**config.mk**
```make
export PLATFORM = sky130hd
export DESIGN_NAME = matrix_slot_writer
export DESIGN_NICKNAME = d
export VERILOG_FILES = /design/src/rtl/matrix_slot_writer.sv
export SDC_FILE = /design/constraint.sdc
export NUM_CORES = 1
export LEC_CHECK = 0
export CORE_MARGIN = 2
export CORE_UTILIZATION = 55
export CTS_CLUSTER_DIAMETER = 120
export DETAILED_ROUTE_END_ITERATION = 8
export HOLD_SLACK_MARGIN = 0.1
export PLACE_DENSITY_LB_ADDON = 0.05
export SLEW_MARGIN = 20
export SYNTH_ARGS = -nofsm -noshare
export SYNTH_HDL_FRONTEND = slang
export SYNTH_SLANG_ARGS = --single-unit
```
**constraint.sdc**
```tcl
create_clock -name clk -period 7.5 [get_ports clk]
set_input_delay 1.5 -clock clk [delete_from_list [all_inputs] [get_ports clk]]
set_output_delay 1.5 -clock clk [all_outputs]
set_load 0.01 [all_outputs]
```
**src/rtl/matrix_slot_writer.sv**
```systemverilog
// Writes one matrix (metadata word + row-major elements) into a fixed-size BRAM slot.
// Define MATRIX_WRITER_COMMIT_LAST_EN to blank the metadata first and commit it after the last element.
//
// state  | meaning
// IDLE   | waiting for start
// CHECK  | size/slot validation, base and count captured
// INVAL  | metadata word cleared (commit-last build only)
// META   | metadata word written
// STREAM | accepting elements, one write per beat
// COMMIT | metadata word written after elements (commit-last build only)
// DONE   | completion pulse issued, back to IDLE
module matrix_slot_writer #(
  parameter int BLOCK_SIZE = 1152,
  parameter int ADDR_WIDTH = 14
) (
  input  logic                  clk,
  input  logic                  rst,
  input  logic                  start,
  input  logic [2:0]            slot_id,
  input  logic [7:0]            rows,
  input  logic [7:0]            cols,
  input  logic [31:0]           in_data,
  input  logic                  in_valid,
  output logic                  in_ready,
  output logic                  bram_we,
  output logic [ADDR_WIDTH-1:0] bram_addr,
  output logic [31:0]           bram_wdata,
  output logic                  busy,
  output logic                  done,
  output logic                  error
);

  typedef enum logic [2:0] {
    S_IDLE, S_CHECK, S_INVAL, S_META, S_STREAM, S_COMMIT, S_DONE
  } state_t;

  state_t state, state_nxt;

  logic [2:0]            slot_q;
  logic [7:0]            rows_q;
  logic [7:0]            cols_q;
  logic [15:0]           count_q;
  logic [ADDR_WIDTH-1:0] base_q;
  logic [15:0]           idx_q;
  logic                  err_q;

  logic [15:0]           count_c;
  logic [ADDR_WIDTH-1:0] base_c;
  logic                  reject_c;
  logic                  beat;
  logic                  last_beat;

  assign count_c   = {8'h00, rows_q} * {8'h00, cols_q};
  assign base_c    = ADDR_WIDTH'(slot_q) * ADDR_WIDTH'(BLOCK_SIZE);
  assign reject_c  = (rows_q == 8'd0) || (cols_q == 8'd0) || (count_c > 16'(BLOCK_SIZE - 1));
  assign in_ready  = (state == S_STREAM);
  assign beat      = in_valid & in_ready;
  assign last_beat = beat && (idx_q == count_q - 16'd1);

  always_ff @(posedge clk or posedge rst) begin
    if (rst) state <= S_IDLE;
    else     state <= state_nxt;
  end

  always_comb begin
    state_nxt = state;
    case (state)
      S_IDLE:   if (start) state_nxt = S_CHECK;
      S_CHECK: begin
        if (reject_c) state_nxt = S_DONE;
`ifdef MATRIX_WRITER_COMMIT_LAST_EN
        else          state_nxt = S_INVAL;
`else
        else          state_nxt = S_META;
`endif
      end
      S_INVAL:  state_nxt = S_STREAM;
      S_META:   state_nxt = S_STREAM;
      S_STREAM: begin
`ifdef MATRIX_WRITER_COMMIT_LAST_EN
        if (last_beat) state_nxt = S_COMMIT;
`else
        if (last_beat) state_nxt = S_DONE;
`endif
      end
      S_COMMIT: state_nxt = S_DONE;
      S_DONE:   state_nxt = S_IDLE;
      default:  state_nxt = S_IDLE;
    endcase
  end

  always_ff @(posedge clk or posedge rst) begin
    if (rst) begin
      slot_q     <= '0;
      rows_q     <= '0;
      cols_q     <= '0;
      count_q    <= '0;
      base_q     <= '0;
      idx_q      <= '0;
      err_q      <= 1'b0;
      bram_we    <= 1'b0;
      bram_addr  <= '0;
      bram_wdata <= '0;
      busy       <= 1'b0;
      done       <= 1'b0;
      error      <= 1'b0;
    end else begin
      bram_we <= 1'b0;
      done    <= 1'b0;
      error   <= 1'b0;
      case (state)
        S_IDLE: begin
          if (start) begin
            slot_q <= slot_id;
            rows_q <= rows;
            cols_q <= cols;
            idx_q  <= '0;
            err_q  <= 1'b0;
            busy   <= 1'b1;
          end
        end
        S_CHECK: begin
          count_q <= count_c;
          base_q  <= base_c;
          err_q   <= reject_c;
        end
        // Blank metadata keeps a half-written slot invisible to the scanner.
        S_INVAL: begin
          bram_we    <= 1'b1;
          bram_addr  <= base_q;
          bram_wdata <= 32'h0;
        end
        S_META, S_COMMIT: begin
          bram_we    <= 1'b1;
          bram_addr  <= base_q;
          bram_wdata <= {rows_q, cols_q, 16'h0000};
        end
        S_STREAM: begin
          if (beat) begin
            bram_we    <= 1'b1;
            bram_addr  <= base_q + ADDR_WIDTH'(idx_q) + ADDR_WIDTH'(1);
            bram_wdata <= in_data;
            idx_q      <= idx_q + 16'd1;
          end
        end
        S_DONE: begin
          done  <= 1'b1;
          error <= err_q;
          busy  <= 1'b0;
        end
        default: ;
      endcase
    end
  end

endmodule
```
## Word-level counts from Yosys, hierarchy flattened

Cells that the tools add are included.

- Register bits: 112
- Input bits: 55
- Output and inout bits: 51
- Word-level logic and storage cells: 72

- Add/sub/neg operators: 4
- Multiply operators: 2
- Magnitude comparators: 1
- Eq/ne operators: 10
- Multiplexer cells: 19
- Bitwise logic cells: 1
- Reductions and logical operators: 21

Operators with widths:

| operator | count |
|---|---|
| case mux 32 bit (3 select lines) | 1 |
| two-way mux 16 bit | 2 |
| two-way mux 32 bit | 1 |
| case mux 16 bit (2 select lines) | 1 |
| case mux 14 bit (2 select lines) | 1 |
| adder 16 x 1 -> 16 bit (second input constant) | 1 |
| equality test 16 bit | 1 |
| > comparator 16 x 11 -> 1 bit (second input constant) | 1 |
| zero test 8 bit | 2 |
| multiplier 8 x 8 -> 16 bit | 1 |
| subtractor 16 x 1 -> 16 bit (second input constant) | 1 |
| case mux 3 bit (5 select lines) | 1 |
| adder 14 x 1 -> 14 bit (second input constant) | 1 |
| adder 14 bit | 1 |
| two-way mux 14 bit | 1 |
| AND reduction 2 bit | 6 |
| equality test 3 bit (second input constant) | 3 |
| two-way mux 3 bit | 3 |
| nonzero test 2 bit | 4 |
| multiplier 3 x 4 -> 7 bit (second input constant) | 1 |
| equality test 3 x 2 -> 1 bit (second input constant) | 2 |
| case mux 1 bit (2 select lines) | 3 |
| two-way mux 1 bit | 5 |
| != test 2 x 1 -> 1 bit (second input constant) | 2 |
| other kinds (10) | 12 |

## Longest topological paths before layout

- Depth after elaboration: 5
- Mapped depth: 18
- Depth with buffers taken out: 17

## Least setup slack after synthesis

No wires, ideal clock.

- Path type: register to register
- Start: reg cols_q[7]
- End: reg state[2]
- Setup time: 138 ps
- Arrival: 4763 ps
- Required time: 7362 ps
- Path slack: 2599 ps
- Cell stages (with the launch flop): 17
- Buffers on the path: 1
- Period minus slack after synthesis: 4901 ps
- Cells stage by stage: dfrtp_1 > clkbuf_1 > and2_1 > fa_1 > fa_1 > fa_1 > inv_1 > fa_1 > inv_1 > ha_1 > a21oi_1 > o21ai_0 > or3_1 > a2111oi_0 > nor3b_1 > nor4_1 > o311ai_1

- Word-level cells in the longest chain between the ends: 5
- Elaborated cells on any way between the ends: 7
- Classes of those cells: mul (1); order compare (1); mux (2); reduce/logical (3)

RTL lines:

| item | line | source |
|---|---|---|
| start: declaration | 41 | `logic [7:0] cols_q;` |
| start signal: assignment | 116 | `cols_q <= cols;` |
| multiplier 8 x 8 -> 16 bit / zero test 8 bit (equally long branches) | 53, 55 |  |
| > comparator 16 x 11 -> 1 bit / logical OR 1 bit (equally long branches) | 55 | `assign reject_c = (rows_q == 8'd0) \|\| (cols_q == 8'd0) \|\| (count_c > 16'(BLOCK_SIZE - 1));` |
| logical OR 1 bit * | 55 |  |
| two-way mux 3 bit * | 70 | `if (reject_c) state_nxt = S_DONE;` |
| case mux 3 bit (5 select lines) * | 67 | `case (state)` |
| end signal: assignment | 62 | `else state <= state_nxt;` |
| end: declaration | 37 | `state_t state, state_nxt;` |

Mark *: on every way between the ends. The rest lies on a longest branch, timed or not.
A chain may end at the register's enable or synchronous reset.

## Worst setup path in the final report

- Start: reg rows_q[2]
- End: reg state[2]

- Word-level cells in the longest chain between the ends: 5
- Elaborated cells on any way between the ends: 7
- Classes of those cells: mul (1); order compare (1); mux (2); reduce/logical (3)

RTL lines:

| item | line | source |
|---|---|---|
| start: declaration | 40 | `logic [7:0] rows_q;` |
| start signal: assignment | 115 | `rows_q <= rows;` |
| multiplier 8 x 8 -> 16 bit / zero test 8 bit (equally long branches) | 53, 55 |  |
| > comparator 16 x 11 -> 1 bit / logical OR 1 bit (equally long branches) | 55 |  |
| logical OR 1 bit * | 55 |  |
| two-way mux 3 bit * | 70 |  |
| case mux 3 bit (5 select lines) * | 67 |  |

Marked as above.

==> summary.md <==
| Metric | Value |
|---|---|
| Crit path from | `rows_q[2]` |
| Setup violators final | `0` |
| Syn_area_per_cell | `9.35 µm²` |
| Starting density of the core | `56.0%` |
| Commonest non-fill, non-tap cells in the layout | `108 x dfrtp_1, 105 x clkdlybuf4s50_1, 90 x nand2_1, 65 x nor2_1, 63 x inv_1` |
| Util after Layout | `67.0%` |
| Die Ht | `120 µm` |
| Total inserted antenna cells | `0` |
| DR DRC count | `0` |
| Setup clock skew after layout | `5.61 ps` |
| CTS tree | `built` |
| Total Wirelength | `18,200 µm` |
| EDFF count, synth | `0` |
| Worst-Margin Slew | `959 ps` |
| I/O pins | `106` |
| Synth warnings | `0` |
| Status | `finished, final reports clean` |
| Fin nets | `997` |
| Fmax | `191 MHz` |
| Post-CTS Hold Buffers | `0` |
| Crit share post-route | `69.9%` |
| Inserted Clock Buffers | `9` |
| Dpl hpwl | `13,400 µm` |
| Buf/Inv on CP | `2` |
| Vias in the first global route | `5,961` |
| H-tree Lvls | `3` |
| Max-cap violation count | `0` |
| Critical Path Slowest Stage Cell | `fa_1` |
| Root buffer cell | `clkbuf_16` |
| Skew-Pair Late Insertion Delay | `350 ps` |
| Peak supply drop | `179 µV` |
| First-pass GRT wire length | `29,800 µm` |
| PortBufs | `105` |
| Post-DRT Antenna Nets | `0` |
| Drt wl/cell | `17.4 µm` |
| Area of the die | `0.0143 mm²` |
| CP Capture Type | `register` |
| Register area share after synthesis | `36.8%` |
| Via/cell ratio | `5.71` |
| TNS Setup | `0 ps` |
| Post-synth ARST share | `100%` |
| Synthesized cell area | `0.00735 mm²` |
| Tot GR Track Use | `26.4%` |
| Largest net degree at the start of global routing | `76` |
| Power per cell area | `163 mW/mm²` |
| Worst hold path startpoint | `slot_q[1]` |
| Clock transition at the registers of the reported paths | `70 ps` |
| Largest stage delay on the critical path | `540 ps` |
| Postcts setup bufs | `0` |
| Seq cells post-synth | `108` |
| Fin crit period | `5240 ps` |
| RSZ-0062 raised after global routing | `false` |
| Crit path max-delay family | `adder cells` |
| GP Congestion | `0.848` |
| CP Class | `reg -> reg` |
| Reg-to-Reg Start | `rows_q[2]` |
| Area growth from synthesis to layout | `19.8%` |
| Resized cells post-CTS | `0` |
| Final Hold Vio Count | `0` |
| LEAKAGE | `4.21 nW` |
| Row cnt | `42` |
| Clock Path Buffers | `2` |
| Initial antenna violation count | `0` |
| CP most frequent cell | `fa_1` |
| Commonest non-fill, non-tap cell in the layout | `dfrtp_1` |
| CP Cell Sequence | `and2_1 > fa_1 > fa_1 > fa_1 > inv_1 > fa_1 > inv_1 > ha_1 > a21oi_1 > o21ai_0 > or3_1 > a2111oi_0 > nor3b_1 > nor4_1 > o311ai_1` |
| 1st-iter DRT viols | `337` |
| TritonCTS Sinks | `108` |
| Synthesized Nets | `921` |
| Cells after synthesis | `786` |
| Slew headroom | `34.4%` |
| GRT overflow | `0` |
| Hold crit path type | `reg -> reg` |
| Die width | `120 µm` |
| Worst-path fanout max | `11` |
| Synth cell types | `58` |
| Worst Path Required | `7720 ps` |
| Core area | `0.0131 mm²` |
| Synth Flop Type | `dfrtp_1` |
| Layout cell share with drive strength beyond 1 | `5.55%` |
| Critical Path Start Type | `register` |
| Total number of vias | `5,948` |
| Drt pass-1 iters | `6` |
| Max Slew Vio Count | `0` |
| Worst EP arrival | `5460 ps` |
[through the flow]
stage,setup WS [ps],area (µm²),hold WS (ps),cells,total power (W)
final,2260,8800,472,1041,0.00144
after detailed placement,2250,8500,453,1027,0.000946
after global placement,2420,8500,455,1027,0.000938
after global routing,1870,8800,502,1041,0.00150
after floorplan,2600,7350,435,786,0.000820
after CTS,2230,8800,470,1041,0.00145
[Yosys cell counts (4+ instances only)]
cell type	instances	area [µm²]
xor2_1	23	201
nand2b_1	8	50.1
nand4_1	7	43.8
a31oi_1	7	43.8
a22o_1	16	140
nor4_1	5	31.3
a21oi_1	23	115
mux2_2	20	225
xnor2_1	23	201
fa_1	36	721
and3_1	12	75.1
and2_1	52	325
nor2_1	66	248
ha_1	44	551
a21o_1	6	45.0
a221oi_1	15	131
inv_1	64	240
nand2_1	90	338
clkbuf_1	43	161
nor3_1	4	20.0
o21ai_1	9	45.0
o21ai_0	41	205
or4_1	6	45.0
nand3_1	11	55.1
dfrtp_1	108	2700
o31ai_1	4	30.0
[flip-flops by register name (all words and copies together) (netlist names)]
signal and count:
bram_addr 14, error 1, slot_q 3, count_q 16, err_q 1, bram_we 1
cols_q 8, done 1, state 3, bram_wdata 32, idx_q 16, rows_q 8
base_q 3, busy 1
[power breakdown]
group          internal [W]  total [W]  switching [W]  leakage, nW
sequential         0.000620   0.000663      0.0000431         1.38
combinational      0.000139   0.000271       0.000132         2.68
clock              0.000290   0.000503       0.000213        0.149
total               0.00105    0.00144       0.000388         4.21
[final cells by class]
type	instances	area [µm²]
Inverter	65	246
Timing Repair Buffer	111	1100
Multi-Input combinational cell	567	4240
Clock inverter	4	73.8
Sequential cell	108	2700
Clock buffer	10	229
Tap cell	176	220
Fill cell	1090	4330
[metal layers]
metal	up-vias	global-route usage (%)	part of all wire [%]
li1	2800	-	-
met1	2947	32.2	40
met2	165	47.3	53
met3	36	4.94	4.3
met4	0	8.60	2.7
met5	-	0	0
[cell families (layout without fill, tap and decap cells)]
family / Yosys count / in the layout / share of synthesized area [%]
xor+xnor: 46 / 46 / 5.48
simple gates: 276 / 276 / 18.6
fa+ha+maj: 80 / 80 / 17.3
flops: 108 / 108 / 36.8
mux: 24 / 24 / 3.69
compound gates: 141 / 141 / 12.5
buf+inv: 111 / 190 / 5.67
[worst register-to-register path: stages (launching register included)]
cell	delay, ps
dfrtp_1	500
and2_1	230
fa_1	490
fa_1	520
fa_1	540
inv_1	50
fa_1	530
inv_1	40
ha_1	350
a21oi_1	150
o21ai_0	100
or3_1	420
a2111oi_0	390
nor3b_1	140
nor4_1	510
o311ai_1	140
[final timing paths]
check                                  to  slack, ps  cells past startpoint
max reg2reg                      state[2]       2260                     15
max in group asynchronous    bram_addr[5]       4700                      3
min reg2reg                    base_q[11]        470                      2
min                            base_q[11]        470                      2
max                              state[2]       2260                     15
min in group asynchronous  bram_wdata[16]       1510                      2
Power figures use the tool's default switching activity.
